File: src/rtl/mdio_scan_pkg.sv
// Shared state encodings, line payload and ASCII helpers for the MDIO register scanner.
package mdio_scan_pkg;

   localparam int unsigned ADDR_W     = 5;
   localparam int unsigned DATA_W     = 16;
   localparam int unsigned CHAR_IDX_W = 3;
   localparam int unsigned LINE_LEN   = 8;

   localparam logic [2:0] ST_IDLE = 3'd0;
   localparam logic [2:0] ST_FIND = 3'd1;
   localparam logic [2:0] ST_REQ  = 3'd2;
   localparam logic [2:0] ST_WAIT = 3'd3;
   localparam logic [2:0] ST_EMIT = 3'd4;
   localparam logic [2:0] ST_DONE = 3'd5;

   localparam logic [7:0] CHAR_COLON = 8'h3A;
   localparam logic [7:0] CHAR_NL    = 8'h0A;
   localparam logic [7:0] CHAR_X     = 8'h58;

   // One register line: address, read data and whether the read timed out.
   typedef struct packed {
      logic [ADDR_W-1:0] addr;
      logic [DATA_W-1:0] data;
      logic              timeout;
   } line_t;

   // Uppercase ASCII hex digit for a nibble.
   function automatic logic [7:0] hex_ascii(input logic [3:0] nib);
      if (nib < 4'd10) hex_ascii = 8'h30 + 8'(nib);
      else             hex_ascii = 8'h37 + 8'(nib);
   endfunction

endpackage

File: src/rtl/mdio_reg_scanner_line_serializer.sv
// Turns one register line payload into "AA:DDDD\n" over a byte valid/ready handshake.
module line_serializer
   import mdio_scan_pkg::*;
(
   input  logic       clk,
   input  logic       i_reset,
   input  logic       line_load,
   input  line_t      line_in,
   output logic [7:0] o_byte,
   output logic       o_byte_valid,
   input  logic       i_byte_ready,
   output logic       line_done
);

   line_t                 line_q;
   logic [CHAR_IDX_W-1:0] char_idx;
   logic                  xfer_c;
   logic                  last_c;

   // Character at position idx of the line held in l.
   function automatic logic [7:0] char_at(input line_t l, input logic [CHAR_IDX_W-1:0] idx);
      case (idx)
         3'd0:    char_at = hex_ascii({3'b000, l.addr[4]});
         3'd1:    char_at = hex_ascii(l.addr[3:0]);
         3'd2:    char_at = CHAR_COLON;
         3'd3:    char_at = l.timeout ? CHAR_X : hex_ascii(l.data[15:12]);
         3'd4:    char_at = l.timeout ? CHAR_X : hex_ascii(l.data[11:8]);
         3'd5:    char_at = l.timeout ? CHAR_X : hex_ascii(l.data[7:4]);
         3'd6:    char_at = l.timeout ? CHAR_X : hex_ascii(l.data[3:0]);
         default: char_at = CHAR_NL;
      endcase
   endfunction

   assign xfer_c = o_byte_valid && i_byte_ready;
   assign last_c = (char_idx == CHAR_IDX_W'(LINE_LEN - 1));

   // Load a line, then advance one character per accepted transfer; byte holds while stalled.
   always_ff @(posedge clk) begin
      if (i_reset) begin
         line_q       <= '0;
         char_idx     <= '0;
         o_byte       <= '0;
         o_byte_valid <= 1'b0;
         line_done    <= 1'b0;
      end else begin
         line_done <= 1'b0;
         if (line_load) begin
            line_q       <= line_in;
            char_idx     <= '0;
            o_byte       <= char_at(line_in, '0);
            o_byte_valid <= 1'b1;
         end else if (xfer_c) begin
            if (last_c) begin
               o_byte_valid <= 1'b0;
               char_idx     <= '0;
               line_done    <= 1'b1;
            end else begin
               char_idx <= char_idx + CHAR_IDX_W'(1);
               o_byte   <= char_at(line_q, char_idx + CHAR_IDX_W'(1));
            end
         end
      end
   end

endmodule

File: src/rtl/mdio_reg_scanner.sv
// Scans a selectable set of MDIO PHY registers and streams one ASCII line per register.
module mdio_reg_scanner
   import mdio_scan_pkg::*;
#(
   parameter int unsigned PERIOD_CYCLES  = 1_000_000,
   parameter int unsigned TIMEOUT_CYCLES = 4096,
   parameter int unsigned TIMER_WIDTH    = $clog2(PERIOD_CYCLES) + 1
) (
   input  logic        clk,
   input  logic        i_reset,
   input  logic        i_enable,
   input  logic        i_trigger,
   input  logic [31:0] i_reg_mask,
   output logic        o_rd_req,
   output logic [4:0]  o_rd_addr,
   input  logic        i_rd_dv,
   input  logic [15:0] i_rd_data,
   output logic [7:0]  o_byte,
   output logic        o_byte_valid,
   input  logic        i_byte_ready,
   output logic        o_busy,
   output logic        o_scan_done,
   output logic        o_overrun
);

   localparam int unsigned TO_W = $clog2(TIMEOUT_CYCLES) + 1;

   logic [2:0]             state;
   logic [2:0]             state_nx;
   logic [TIMER_WIDTH-1:0] timer;
   logic                   pending;
   logic [31:0]            mask;
   logic [TO_W-1:0]        to_cnt;
   logic [4:0]             low_idx_c;
   logic                   tick_c;
   logic                   start_c;
   logic                   load_c;
   logic                   timeout_c;
   logic                   line_done;
   line_t                  line_c;

   assign tick_c  = i_enable && (timer == TIMER_WIDTH'(PERIOD_CYCLES - 1));
   assign start_c = tick_c || i_trigger || pending;
   assign line_c  = '{addr: o_rd_addr, data: i_rd_data, timeout: timeout_c};

   // Lowest set bit of the remaining mask.
   always_comb begin
      low_idx_c = '0;
      for (int i = 31; i >= 0; i--) begin
         if (mask[i]) low_idx_c = 5'(i);
      end
   end

   // State register.
   always_ff @(posedge clk) begin
      if (i_reset) state <= ST_IDLE;
      else         state <= state_nx;
   end

   // Next state and the serializer load strobe.
   always_comb begin
      state_nx  = state;
      load_c    = 1'b0;
      timeout_c = 1'b0;
      case (state)
         ST_IDLE: if (start_c) state_nx = ST_FIND;
         ST_FIND: state_nx = (mask == '0) ? ST_DONE : ST_REQ;
         ST_REQ:  state_nx = ST_WAIT;
         ST_WAIT: begin
            if (i_rd_dv) begin
               load_c   = 1'b1;
               state_nx = ST_EMIT;
            end else if (to_cnt == TO_W'(TIMEOUT_CYCLES - 1)) begin
               load_c    = 1'b1;
               timeout_c = 1'b1;
               state_nx  = ST_EMIT;
            end
         end
         ST_EMIT: if (line_done) state_nx = ST_FIND;
         ST_DONE: state_nx = ST_IDLE;
         default: state_nx = ST_IDLE;
      endcase
   end

   // Free-running period timer, held at zero while periodic mode is off.
   always_ff @(posedge clk) begin
      if (i_reset)                 timer <= '0;
      else if (!i_enable || tick_c) timer <= '0;
      else                         timer <= timer + TIMER_WIDTH'(1);
   end

   // Scan bookkeeping: pending request, mask snapshot, address and read timeout.
   always_ff @(posedge clk) begin
      if (i_reset) begin
         pending   <= 1'b0;
         mask      <= '0;
         o_rd_addr <= '0;
         to_cnt    <= '0;
      end else begin
         if (state == ST_IDLE) begin
            if (start_c) begin
               pending   <= 1'b0;
               mask      <= i_reg_mask;
               o_rd_addr <= '0;
            end
         end else if (tick_c || i_trigger) begin
            pending <= 1'b1;
         end
         if (state == ST_FIND && mask != '0) begin
            o_rd_addr <= low_idx_c;
            mask      <= mask & (mask - 32'd1);
         end
         if (state == ST_REQ)       to_cnt <= '0;
         else if (state == ST_WAIT) to_cnt <= to_cnt + TO_W'(1);
      end
   end

   // Registered status and request outputs.
   always_ff @(posedge clk) begin
      if (i_reset) begin
         o_rd_req    <= 1'b0;
         o_busy      <= 1'b0;
         o_scan_done <= 1'b0;
         o_overrun   <= 1'b0;
      end else begin
         o_rd_req    <= (state_nx == ST_REQ);
         o_busy      <= (state_nx != ST_IDLE);
         o_scan_done <= (state_nx == ST_DONE);
         o_overrun   <= tick_c && (state != ST_IDLE);
      end
   end

   line_serializer u_ser (
      .clk          (clk),
      .i_reset      (i_reset),
      .line_load    (load_c),
      .line_in      (line_c),
      .o_byte       (o_byte),
      .o_byte_valid (o_byte_valid),
      .i_byte_ready (i_byte_ready),
      .line_done    (line_done)
   );

endmodule

File: config.mk
export PLATFORM = sky130hd
export DESIGN_NAME = mdio_reg_scanner
export DESIGN_NICKNAME = d
export VERILOG_FILES = /design/src/rtl/mdio_scan_pkg.sv /design/src/rtl/mdio_reg_scanner_line_serializer.sv /design/src/rtl/mdio_reg_scanner.sv
export SDC_FILE = /design/constraint.sdc
export NUM_CORES = 1
export LEC_CHECK = 0
export CAP_MARGIN = 20
export CORE_MARGIN = 2
export CORE_UTILIZATION = 54
export CTS_CLUSTER_DIAMETER = 60
export DETAILED_ROUTE_END_ITERATION = 8
export HOLD_SLACK_MARGIN = 0.1
export PLACE_DENSITY = 0.78
export SETUP_SLACK_MARGIN = 0.02
export SLEW_MARGIN = 10
export SYNTH_ARGS = -nofsm -noshare
export SYNTH_HDL_FRONTEND = slang
export SYNTH_SLANG_ARGS = --single-unit
File: constraint.sdc
create_clock -name clk -period 5.9 [get_ports clk]
set_input_delay 1.18 -clock clk [delete_from_list [all_inputs] [get_ports clk]]
set_output_delay 1.18 -clock clk [all_outputs]
set_load 0.005 [all_outputs]
# Word-level counts from Yosys, hierarchy flattened
# Index checks and enable logic that the tools add are counted.
[word_totals]
reg_bits = 114
latch_bits = 0
ram_bits = 0
romBits = 0
inputBits = 54
output_inout_bits = 18
elab_cells = 154
memories = 0
[classes]
addsub = 16
multipliers = 0
n_div = 0
magnitude_cmp = 5
n_eq_ne = 17
n_shift = 0
n_mux = 70
n_bitwise = 2
n_reduce_logical = 27
[op_table]
columns = ["operator", "n"]
rows = [
  ["$mux 5", 35],
  ["$mux 32", 3],
  ["$mux 8", 12],
  ["$add 6x4->7 const A", 10],
  ["$pmux 8 s7", 1],
  ["$and 32x32->32", 1],
  ["$logic_not 32->1", 1],
  ["$reduce_bool 32->1", 1],
  ["$sub 32x1->32 const B", 1],
  ["$add 21x1->21 const B", 1],
  ["$eq 21x20->1 const B", 1],
  ["$lt 4x4->1 const B", 5],
  ["$eq 3x3->1 const B", 6],
  ["$mux 3", 6],
  ["$eq 3x2->1 const B", 5],
  ["$pmux 3 s5", 1],
  ["$add 6x1->7 const A", 2],
  ["$add 13x1->13 const B", 1],
  ["$eq 13x12->1 const B", 1],
  ["$mux 1", 12],
  ["$reduce_bool 2->1", 5],
  ["$reduce_and 2->1", 4],
  ["$eq 3x1->1 const B", 2],
  ["$logic_not 3->1", 2],
  ["9 further kinds", 18],
]

# Longest topological paths before layout
# Gate-level depths: netlist (run 1).
[depth]
depth_word = 33
depth_mapped = 9
depth_no_buf = 8

# Modules after synthesis
# From an unflattened synthesis (run 1), not the netlist that was laid out.
[hier_totals]
hier_cells = 731
hier_area_um2 = 5858.1
[by_module_without_submodules]
columns = ["module", "instances", "cells_each", "area_each_um2", "seq_area_each_um2"]
rows = [
  ["mdio_reg_scanner", 1, 477, 3808.7, 1581.5],
  ["line_serializer", 1, 254, 2049.5, 680.7],
]

# Worst setup path before layout (run 1)
# OpenSTA, ideal clock, no wires.
[synth_timing]
path_kind = "input to register"
startpoint = "input i_reset"
endpoint = "register to_cnt[10]"
setup_ps = 128
arrival_ps = 2181
required_ps = 5772
setup_slack_ps = 3592
stages = 5
n_path_buf = 2
path_cell_list = "clkbuf_1 clkinv_1 o21ai_0 clkbuf_1 nor2_1"
[synth_between]
elab_chain_cells = 1
[synth_rtl]
columns = ["item", "line", "source"]
rows = [
  ["start: declaration", "mdio_reg_scanner.sv:10", "input logic i_reset,"],
  ["$reduce_or 2->1 (no line)", "n/a", ""],
  ["end signal: assignment", "mdio_reg_scanner.sv:114", "else if (state == ST_WAIT) to_cnt <= to_cnt + TO_W'(1);"],
  ["end: declaration", "mdio_reg_scanner.sv:33", "logic [TO_W-1:0] to_cnt;"],
]
# No other way between the ends.
# A chain may end at the register's enable or synchronous reset.

# Worst setup path in the final report (run 1)
[layout_timing]
startpoint = "input i_reset"
endpoint = "register timer[7]"
[layout_between]
elab_chain_cells = 1
[layout_rtl]
columns = ["item", "line", "source"]
rows = [
  ["$reduce_or 2->1 (no line)", "n/a", ""],
  ["end signal: assignment", "mdio_reg_scanner.sv:89", "else timer <= timer + TIMER_WIDTH'(1);"],
  ["end: declaration", "mdio_reg_scanner.sv:30", "logic [TIMER_WIDTH-1:0] timer;"],
]
# No other way between the ends.

==> results of run 1 <==
## report_power, final
group | switching (µW) | internal [µW]
Sequential | 76.6 | 819
Combinational | 280 | 199
Clock | 329 | 688
## Yosys cell counts, types with 3 or more instances
cell / n
dfxtp_1: 113
nand2_1: 112
a21oi_1: 78
nor2_1: 74
nand3_1: 52
o21ai_0: 30
inv_1: 29
clkbuf_1: 20
xor2_1: 20
xnor2_1: 16
nand4_1: 15
ha_1: 13
nor3_1: 13
a31oi_1: 11
nor2b_1: 10
nor4_1: 10
o311ai_0: 9
a211oi_1: 8
buf_2: 8
and3_1: 5
o211ai_1: 5
or3_1: 5
or4_1: 5
a32oi_1: 4
buf_6: 4
mux2i_1: 4
nor3b_1: 4
nor4_2: 4
o22ai_1: 4
a22oi_1: 3
nand2b_1: 3
nor4_4: 3
o221ai_1: 3
o311ai_1: 3
or2_2: 3
## critical path, cell delays in order
cell	delay, ns
buf_2	0.08
buf_4	0.52
clkinv_1	0.64
nand3_1	0.82
nor2_1	0.16
## state kept, by name (all words and copies together), names as in the netlist
register	flops
u_ser.o_byte_valid	1
u_ser.line_done	1
o_rd_addr	5
mask	32
o_rd_req	1
timer	21
o_busy	1
o_overrun	1
u_ser.char_idx	3
pending	1
u_ser.line_q	22
o_scan_done	1
u_ser.o_byte	7
to_cnt	13
state	3
## metrics by stage
stage | power, µW | util
floorplan | 1230 | -
global placement | 1360 | 0.616
detailed placement | 1370 | 0.616
CTS | 2390 | 0.671
global route | 2500 | 0.672
finish | 2390 | 0.672
## cell families after synthesis
kind of cell / synth area share
compound gates: 0.195
xor+xnor: 0.0537
fa+ha+maj: 0.0277
buf+inv: 0.0478
flops: 0.386
mux: 0.00682
other cells: 0.000639
simple gates: 0.283
## final cells by class
type,instances,area [µm²]
clock buffers,23,487
clock inverters,5,103
fillers,901,3510
inverters,30,113
multi-input cells,568,3330
flip-flops and latches,113,2260
well taps,140,175
repair buffers,73,726
## layer usage
layer / vias up / global-route usage / routed length, µm
li1: 2780 / - / -
met1: 2658 / 0.324 / 6260
met2: 243 / 0.439 / 7320
met3: 36 / 0.0711 / 1100
met4: 0 / 0.114 / 374
met5: - / 0 / 0
## layout by cell type (no fill, tap or decap), drive strengths merged, types with 10 or more instances in the layout
| cell type | n |
|---|---|
| o21ai | 32 |
| clkbuf | 23 |
| nand2 | 112 |
| dfxtp | 113 |
| nor2 | 74 |
| a31oi | 11 |
| nor3 | 13 |
| nor2b | 10 |
| a21oi | 81 |
| xor2 | 20 |
| clkdlybuf4s50 | 69 |
| o311ai | 12 |
| ha | 13 |
| inv | 29 |
| nand3 | 53 |
| nand4 | 15 |
| xnor2 | 16 |
| nor4 | 17 |
## final timing paths
path / from / to / slack, ns / cells past startpoint
setup / recovery: i_reset / timer[7]$_SDFF_PP0_ / 2.78 / 5
hold / removal: u_ser.line_q[9]$_SDFFE_PP0P_ / u_ser.line_q[9]$_SDFFE_PP0P_ / 0.46 / 2
setup reg to reg: state[0]$_SDFF_PP0_ / mask[27]$_SDFFE_PP0P_ / 3.12 / 5
hold reg to reg: u_ser.line_q[9]$_SDFFE_PP0P_ / u_ser.line_q[9]$_SDFFE_PP0P_ / 0.46 / 2
==> load_flow_metrics.sql, run 1 <==
INSERT INTO impl_metrics (metric_group, metric, value, unit) VALUES
('timing', 'rsz0062_at_grt', 'false', ''),
('clock_tree', 'cts.path.max_buffers', '2', ''),
('synth', 'netlist.top_cell.by_area', 'dfxtp_1', ''),
('floorplan', 'floorplan.io_pins', '72', ''),
('floorplan', 'die_h', '108', 'µm'),
('floorplan', 'row_cnt', '38', ''),
('floorplan', 'fp.dieArea', '11700', 'µm²'),
('status', 'status', 'finished, final reports clean', ''),
('run', 'max_cap_viol_count', '0', ''),
('finish', 'post-route-cell-area', '7190', 'µm²'),
('synth', 'synth_top_area_frac', '0.386', ''),
('detailed_routing', 'routed_wl', '15100', 'µm'),
('timing', 'max_freq', '320', 'MHz'),
('worst_setup_path', 'timing.critical_path.required', '6.26', 'ns'),
('timing', 'min_period', '3.12', 'ns'),
('timing', 'final_hold_viol_count', '0', ''),
('detailed_routing', 'detailroute.via_count', '5717', ''),
('clock_tree', 'cts_buffers', '17', ''),
('finish', 'layout-drive-gt1-share', '0.0616', ''),
('clock_tree', 'worst_skew_pair.late_latency', '0.52', 'ns'),
('global_routing', 'antenna_found_initial', '0', ''),
('floorplan', 'core_area', '10700', 'µm²'),
('detailed_routing', 'drt-wirelength-per-cell', '15.8', 'µm'),
('placement', 'place.detailed.hpwl', '10300', 'µm'),
('placement', 'dpl.cell_count', '923', ''),
('timing', 'hold-worst-slack', '0.462', 'ns'),
('min_path', 'min-delay-path-class', 'register to register', ''),
('detailed_routing', 'count_of_unresolved_drc_violations_after_routing', '0', ''),
('detailed_routing', 'detail-route-antenna-nets', '0', ''),
('timing', 'slew_of_the_pin_with_the_lowest_slew_margin', '0.891', 'ns'),
('worst_setup_path', 'timing.critical_path.from_type', 'primary input', ''),
('timing', 'finalSetupViolations', '0', ''),
('global_routing', 'grt_remaining_overflow', '0', ''),
('placement', 'port-buffer-count', '70', ''),
('pwr', 'cellLeakagePower', '0.00244', 'µW'),
('worst_setup_path', 'worst-setup-path-type', 'primary input to register', ''),
('detailed_routing', 'vias_per_cell', '6.01', ''),
('timing', 'final.period_utilization', '0.529', ''),
('synth', 'synthDistinctLibCells', '67', ''),
('synth', 'synth_seq_area_share', '0.386', ''),
('finish', 'n_antenna_cell', '0', ''),
('clock_tree', 'cts_root_buf', 'clkbuf_8', ''),
('synth', 'post_synth_instance_area', '5870', 'µm²'),
('global_routing', 'grt_pass1_vias', '5327', ''),
('global_routing', 'gr-usage-all-layers', '0.265', ''),
('clock_tree', 'cts_tree', 'built', ''),
('floorplan', 'initial_utilization', '0.549', ''),
('synth', 'syn_inst', '744', ''),
('clock_tree', 'h_tree_levels', '4', ''),
('synth', 'ff_latch_count_synth', '113', ''),
('synth', 'ys_top_cells_by_area', 'dfxtp_1 (39%), nand2_1 (7.2%), a21oi_1 (6.7%)', ''),
('pwr', 'vdd_ir_drop_max', '205', 'µV'),
('finish', 'stdcell_count', '952', ''),
('global_routing', 'grt_first_pass_wirelength', '24700', 'µm'),
('synth', 'synthArstFlopShare', '0', ''),
('synth', 'yosys_warnings', '0', ''),
('placement', 'pre_cts_ws', '2.39', 'ns'),
('worst_setup_path', 'crit_path_max_fanout', '63', ''),
('detailed_routing', 'dr.pass1.iters', '5', ''),
('worst_setup_path', 'cp.arrival', '3.49', 'ns'),
('finish', 'layout-area-overhead-vs-synth', '22.5', '%'),
('timing', 'worst_clock_skew_on_the_final_layout', '0.00602', 'ns'),
('timing', 'timing.final.ws_setup', '2.78', 'ns'),
('clock_tree', 'cts.sink_count', '113', ''),
('clock_tree', 'cts.repair.resized', '0', ''),
('global_routing', 'grt_max_degree', '64', ''),
('timing', 'timing.slew.headroom', '0.405', ''),
('placement', 'placement.cell_area', '6590', 'µm²'),
('synth', 'synth_area_per_cell', '7.89', 'µm²'),
('synth', 'synth_enable_flop_cells', '0', ''),
('finish', 'final_nets', '870', ''),
('synth', 'postSynth.topFlopCell', 'dfxtp_1', ''),
('detailed_routing', 'initialDrtViolationCount', '332', ''),
('placement', 'gp_routability_congestion', '0.917', ''),
('synth', 'synth_nets', '811', ''),
('clock_tree', 'post-cts-setup-buffers', '0', ''),
('timing', 'setup_total_negative_slack', '0', 'ns'),
('pwr', 'power-per-cell-area', '333', 'nW/µm²'),
('floorplan', 'die_w', '108', 'µm'),
('clock_tree', 'clk_transition_reported_paths', '0.05', 'ns'),
('timing', 'finalMaxSlewViolations', '0', ''),
('worst_setup_path', 'timing.critical_path.to_type', 'register', ''),
('clock_tree', 'cts-hold-fix-buffers', '0', '');
Power figures use the tool's default switching activity.
==> inputs of run 2 (changes only) <==
--- a/config.mk
+++ b/config.mk
@@ -7,11 +7,11 @@
 export LEC_CHECK = 0
 export CAP_MARGIN = 20
 export CORE_MARGIN = 2
-export CORE_UTILIZATION = 54
+export CORE_UTILIZATION = 51
 export CTS_CLUSTER_DIAMETER = 60
 export DETAILED_ROUTE_END_ITERATION = 8
 export HOLD_SLACK_MARGIN = 0.1
-export PLACE_DENSITY = 0.78
+export PLACE_DENSITY = 0.77
 export SETUP_SLACK_MARGIN = 0.02
 export SLEW_MARGIN = 10
 export SYNTH_ARGS = -nofsm -noshare
==> constraint.sdc (replaced) <==
create_clock -name clk -period 2.6 [get_ports clk]
set_input_delay 0.52 -clock clk [delete_from_list [all_inputs] [get_ports clk]]
set_output_delay 0.52 -clock clk [all_outputs]
set_load 0.005 [all_outputs]
==> run 2 against run 1 <==
  * Combinational power increased by 140%
  * Flip-flop and latch count unchanged
  * Design area increased by 1.5%
  * Critical path type is now register to register
==> load_flow_metrics.sql, run 2 (synthesis gave the netlist of run 1 again) <==
INSERT INTO impl_metrics (metric_group, metric, value, unit) VALUES
('worst_setup_path', 'cp.arrival', '2.69', 'ns'),
('global_routing', 'grt_remaining_overflow', '0', ''),
('run', 'max_cap_viol_count', '0', ''),
('finish', 'register_area', '2260', 'µm²'),
('placement', 'port-buffer-count', '70', ''),
('status', 'status', 'finished, final reports clean', ''),
('worst_setup_path', 'cpMostUsedCell', 'nand3_1', ''),
('global_routing', 'grt_util_met3', '0.0612', ''),
('worst_setup_path', 'timing.critical_path.from_type', 'register', ''),
('timing', 'final_hold_viol_count', '0', ''),
('pwr', 'vdd_ir_drop_max', '540', 'µV'),
('finish', 'most-common-layout-cells', 'dfxtp_1 (113), nand2_1 (112), a21oi_1 (78), nor2_1 (74), clkdlybuf4s50_1 (69)', ''),
('clock_tree', 'cts_root_buf', 'clkbuf_16', ''),
('pwr', 'power-per-cell-area', '751', 'nW/µm²'),
('floorplan', 'fp.dieArea', '12400', 'µm²'),
('clock_tree', 'cts_tree', 'built', ''),
('finish', 'n_fill_cell', '965', ''),
('clock_tree', 'h_tree_levels', '4', ''),
('detailed_routing', 'routed_wl', '15600', 'µm'),
('placement', 'dpl.cell_count', '942', ''),
('floorplan', 'die_w', '111', 'µm'),
('global_routing', 'gr-usage-all-layers', '0.256', ''),
('floorplan', 'row_cnt', '39', ''),
('floorplan', 'core_area', '11300', 'µm²'),
('placement', 'pre_cts_ws', '0.229', 'ns'),
('worst_setup_path', 'critical_path_cell_list', 'nor4_1 -> nand4_1 -> o21a_1 -> nand3_1 -> nand3_1 -> a31oi_1', ''),
('detailed_routing', 'detail-route-antenna-nets', '0', ''),
('detailed_routing', 'vias_per_cell', '5.90', ''),
('global_routing', 'grt_pass1_vias', '5537', ''),
('finish', 'layout-area-overhead-vs-synth', '24.4', '%'),
('timing', 'finalSetupViolations', '0', ''),
('global_routing', 'grt_busiest_layer', 'met2', ''),
('min_path', 'worst_hold_start', 'u_ser.line_q[13]$_SDFFE_PP0P_', ''),
('detailed_routing', 'dr.pass1.iters', '5', ''),
('timing', 'max_freq', '425', 'MHz'),
('global_routing', 'antenna_found_initial', '0', ''),
('clock_tree', 'clk_transition_reported_paths', '0.06', 'ns'),
('timing', 'timing.slew.headroom', '0.466', ''),
('floorplan', 'die_h', '111', 'µm'),
('timing', 'rsz0062_at_grt', 'false', ''),
('timing', 'hold-worst-slack', '0.461', 'ns'),
('worst_setup_path', 'timing.critical_path.to_type', 'register', ''),
('placement', 'placement.cell_area', '6710', 'µm²'),
('finish', 'n_antenna_cell', '0', ''),
('clock_tree', 'worst_skew_pair.late_latency', '0.42', 'ns'),
('worst_setup_path', 'timing.critical_path.required', '2.94', 'ns'),
('pwr', 'cellLeakagePower', '0.00252', 'µW'),
('floorplan', 'floorplan.io_pins', '72', ''),
('timing', 'slew_of_the_pin_with_the_lowest_slew_margin', '0.793', 'ns'),
('finish', 'flip_flop_count_of_the_largest_register_after_layout', '32', ''),
('worst_setup_path', 'worst_setup_path_startpoint', 'mask[4]$_SDFFE_PP0P_', ''),
('global_routing', 'grtUsageMet1', '0.306', ''),
('placement', 'gp_routability_congestion', '0.972', ''),
('placement', 'place.detailed.hpwl', '11000', 'µm'),
('detailed_routing', 'detailroute.via_count', '5747', ''),
('global_routing', 'grt_max_degree', '63', ''),
('timing', 'timing.final.ws_setup', '0.249', 'ns'),
('finish', 'largest_register', 'mask', ''),
('worst_setup_path', 'worst-setup-path-type', 'register to register', ''),
('finish', 'post-route-cell-area', '7300', 'µm²'),
('finish', 'final_nets', '885', ''),
('global_routing', 'grt_use_met2', '0.441', ''),
('finish', 'stdcell_count', '974', ''),
('worst_setup_path', 'crit_path_max_fanout', '16', ''),
('detailed_routing', 'drt-wirelength-per-cell', '16.1', 'µm'),
('finish', 'layout-drive-gt1-share', '0.0842', ''),
('min_path', 'min-delay-path-class', 'register to register', ''),
('worst_setup_path', 'critPathMaxStageDelay', '0.52', 'ns'),
('detailed_routing', 'initialDrtViolationCount', '469', ''),
('timing', 'final.period_utilization', '0.904', ''),
('clock_tree', 'cts_buffers', '17', ''),
('timing', 'finalMaxSlewViolations', '0', ''),
('finish', 'mostFrequentLayoutCell', 'dfxtp_1', ''),
('worst_setup_path', 'timing.critical_path.slowest_stage_cell', 'nor4_1', ''),
('worst_setup_path', 'reg2reg_from', 'mask[4]$_SDFFE_PP0P_', ''),
('timing', 'min_period', '2.35', 'ns'),
('clock_tree', 'cts-hold-fix-buffers', '0', ''),
('clock_tree', 'cts.sink_count', '113', ''),
('floorplan', 'initial_utilization', '0.518', ''),
('timing', 'worst_clock_skew_on_the_final_layout', '0.00919', 'ns'),
('finish', 'top_regs', 'mask (32), u_ser.line_q (22), timer (21)', ''),
('detailed_routing', 'count_of_unresolved_drc_violations_after_routing', '0', ''),
('finish', 'multi_input_comb_area', '3330', 'µm²'),
('clock_tree', 'cts.path.max_buffers', '2', ''),
('global_routing', 'grt_first_pass_wirelength', '25900', 'µm'),
('timing', 'setup_total_negative_slack', '0', 'ns');
==> run 2: changes by cell type in the layout (fill, tap and decap cells not counted), sizes merged <==
cell	delta
clkinv	+7
bufinv	-1
buf	+15
clkbuf	-2
==> run 2: area by class of cell <==
class | instances | area share
clock buffer | 21 | 0.0645
clock inverter | 11 | 0.0153
inverter | 30 | 0.0154
multi-input combinational | 568 | 0.457
sequential | 113 | 0.310
tap | 143 | 0.0245
timing repair buffer | 88 | 0.114
==> run 2: worst max-delay path, delay by kind of cell, from the launching register on <==
| family | cells | cell delay, ns |
|---|---|---|
| AO/OA/AOI/OAI | 2 | 0.66 |
| AND/OR/NAND/NOR | 4 | 1.24 |
| flip-flops | 1 | 0.36 |
==> run 2: what timing repair did <==
item,in CTS,in global routing
setup endpoints to repair,0,1
hold endpoints to repair,0,0
resized for setup,0,1
buffers inserted,0,0
==> run 2: where the power goes <==
| part | internal [µW] | total (µW) | switching, µW |
|---|---|---|---|
| registers | 1860 | 2040 | 179 |
| logic | 500 | 1160 | 663 |
| clock network | 1470 | 2280 | 809 |
| total | 3830 | 5480 | 1650 |
==> run 2: per-stage QoR <==
stage,utilization,total power [µW]
floorplan,-,2790
global placement,0.593,3160
detailed placement,0.593,3190
CTS,0.644,5470
global route,0.645,5700
finish,0.645,5480
==> run 2: path summary, 6_finish.rpt <==
check	to	slack [ns]	cells past startpoint
worst max-delay path	mask[30]$_SDFFE_PP0P_	0.25	6
worst max register to register	mask[30]$_SDFFE_PP0P_	0.25	6
worst min-delay path	u_ser.line_q[13]$_SDFFE_PP0P_	0.46	2
worst min register to register	u_ser.line_q[13]$_SDFFE_PP0P_	0.46	2
==> run 2: routing by layer <==
metal / wire, µm / vias to the layer above
met3: 1010 / 46
met2: 7620 / 217
met5: 0 / -
met4: 426 / 0
li1: - / 2810
met1: 6580 / 2674
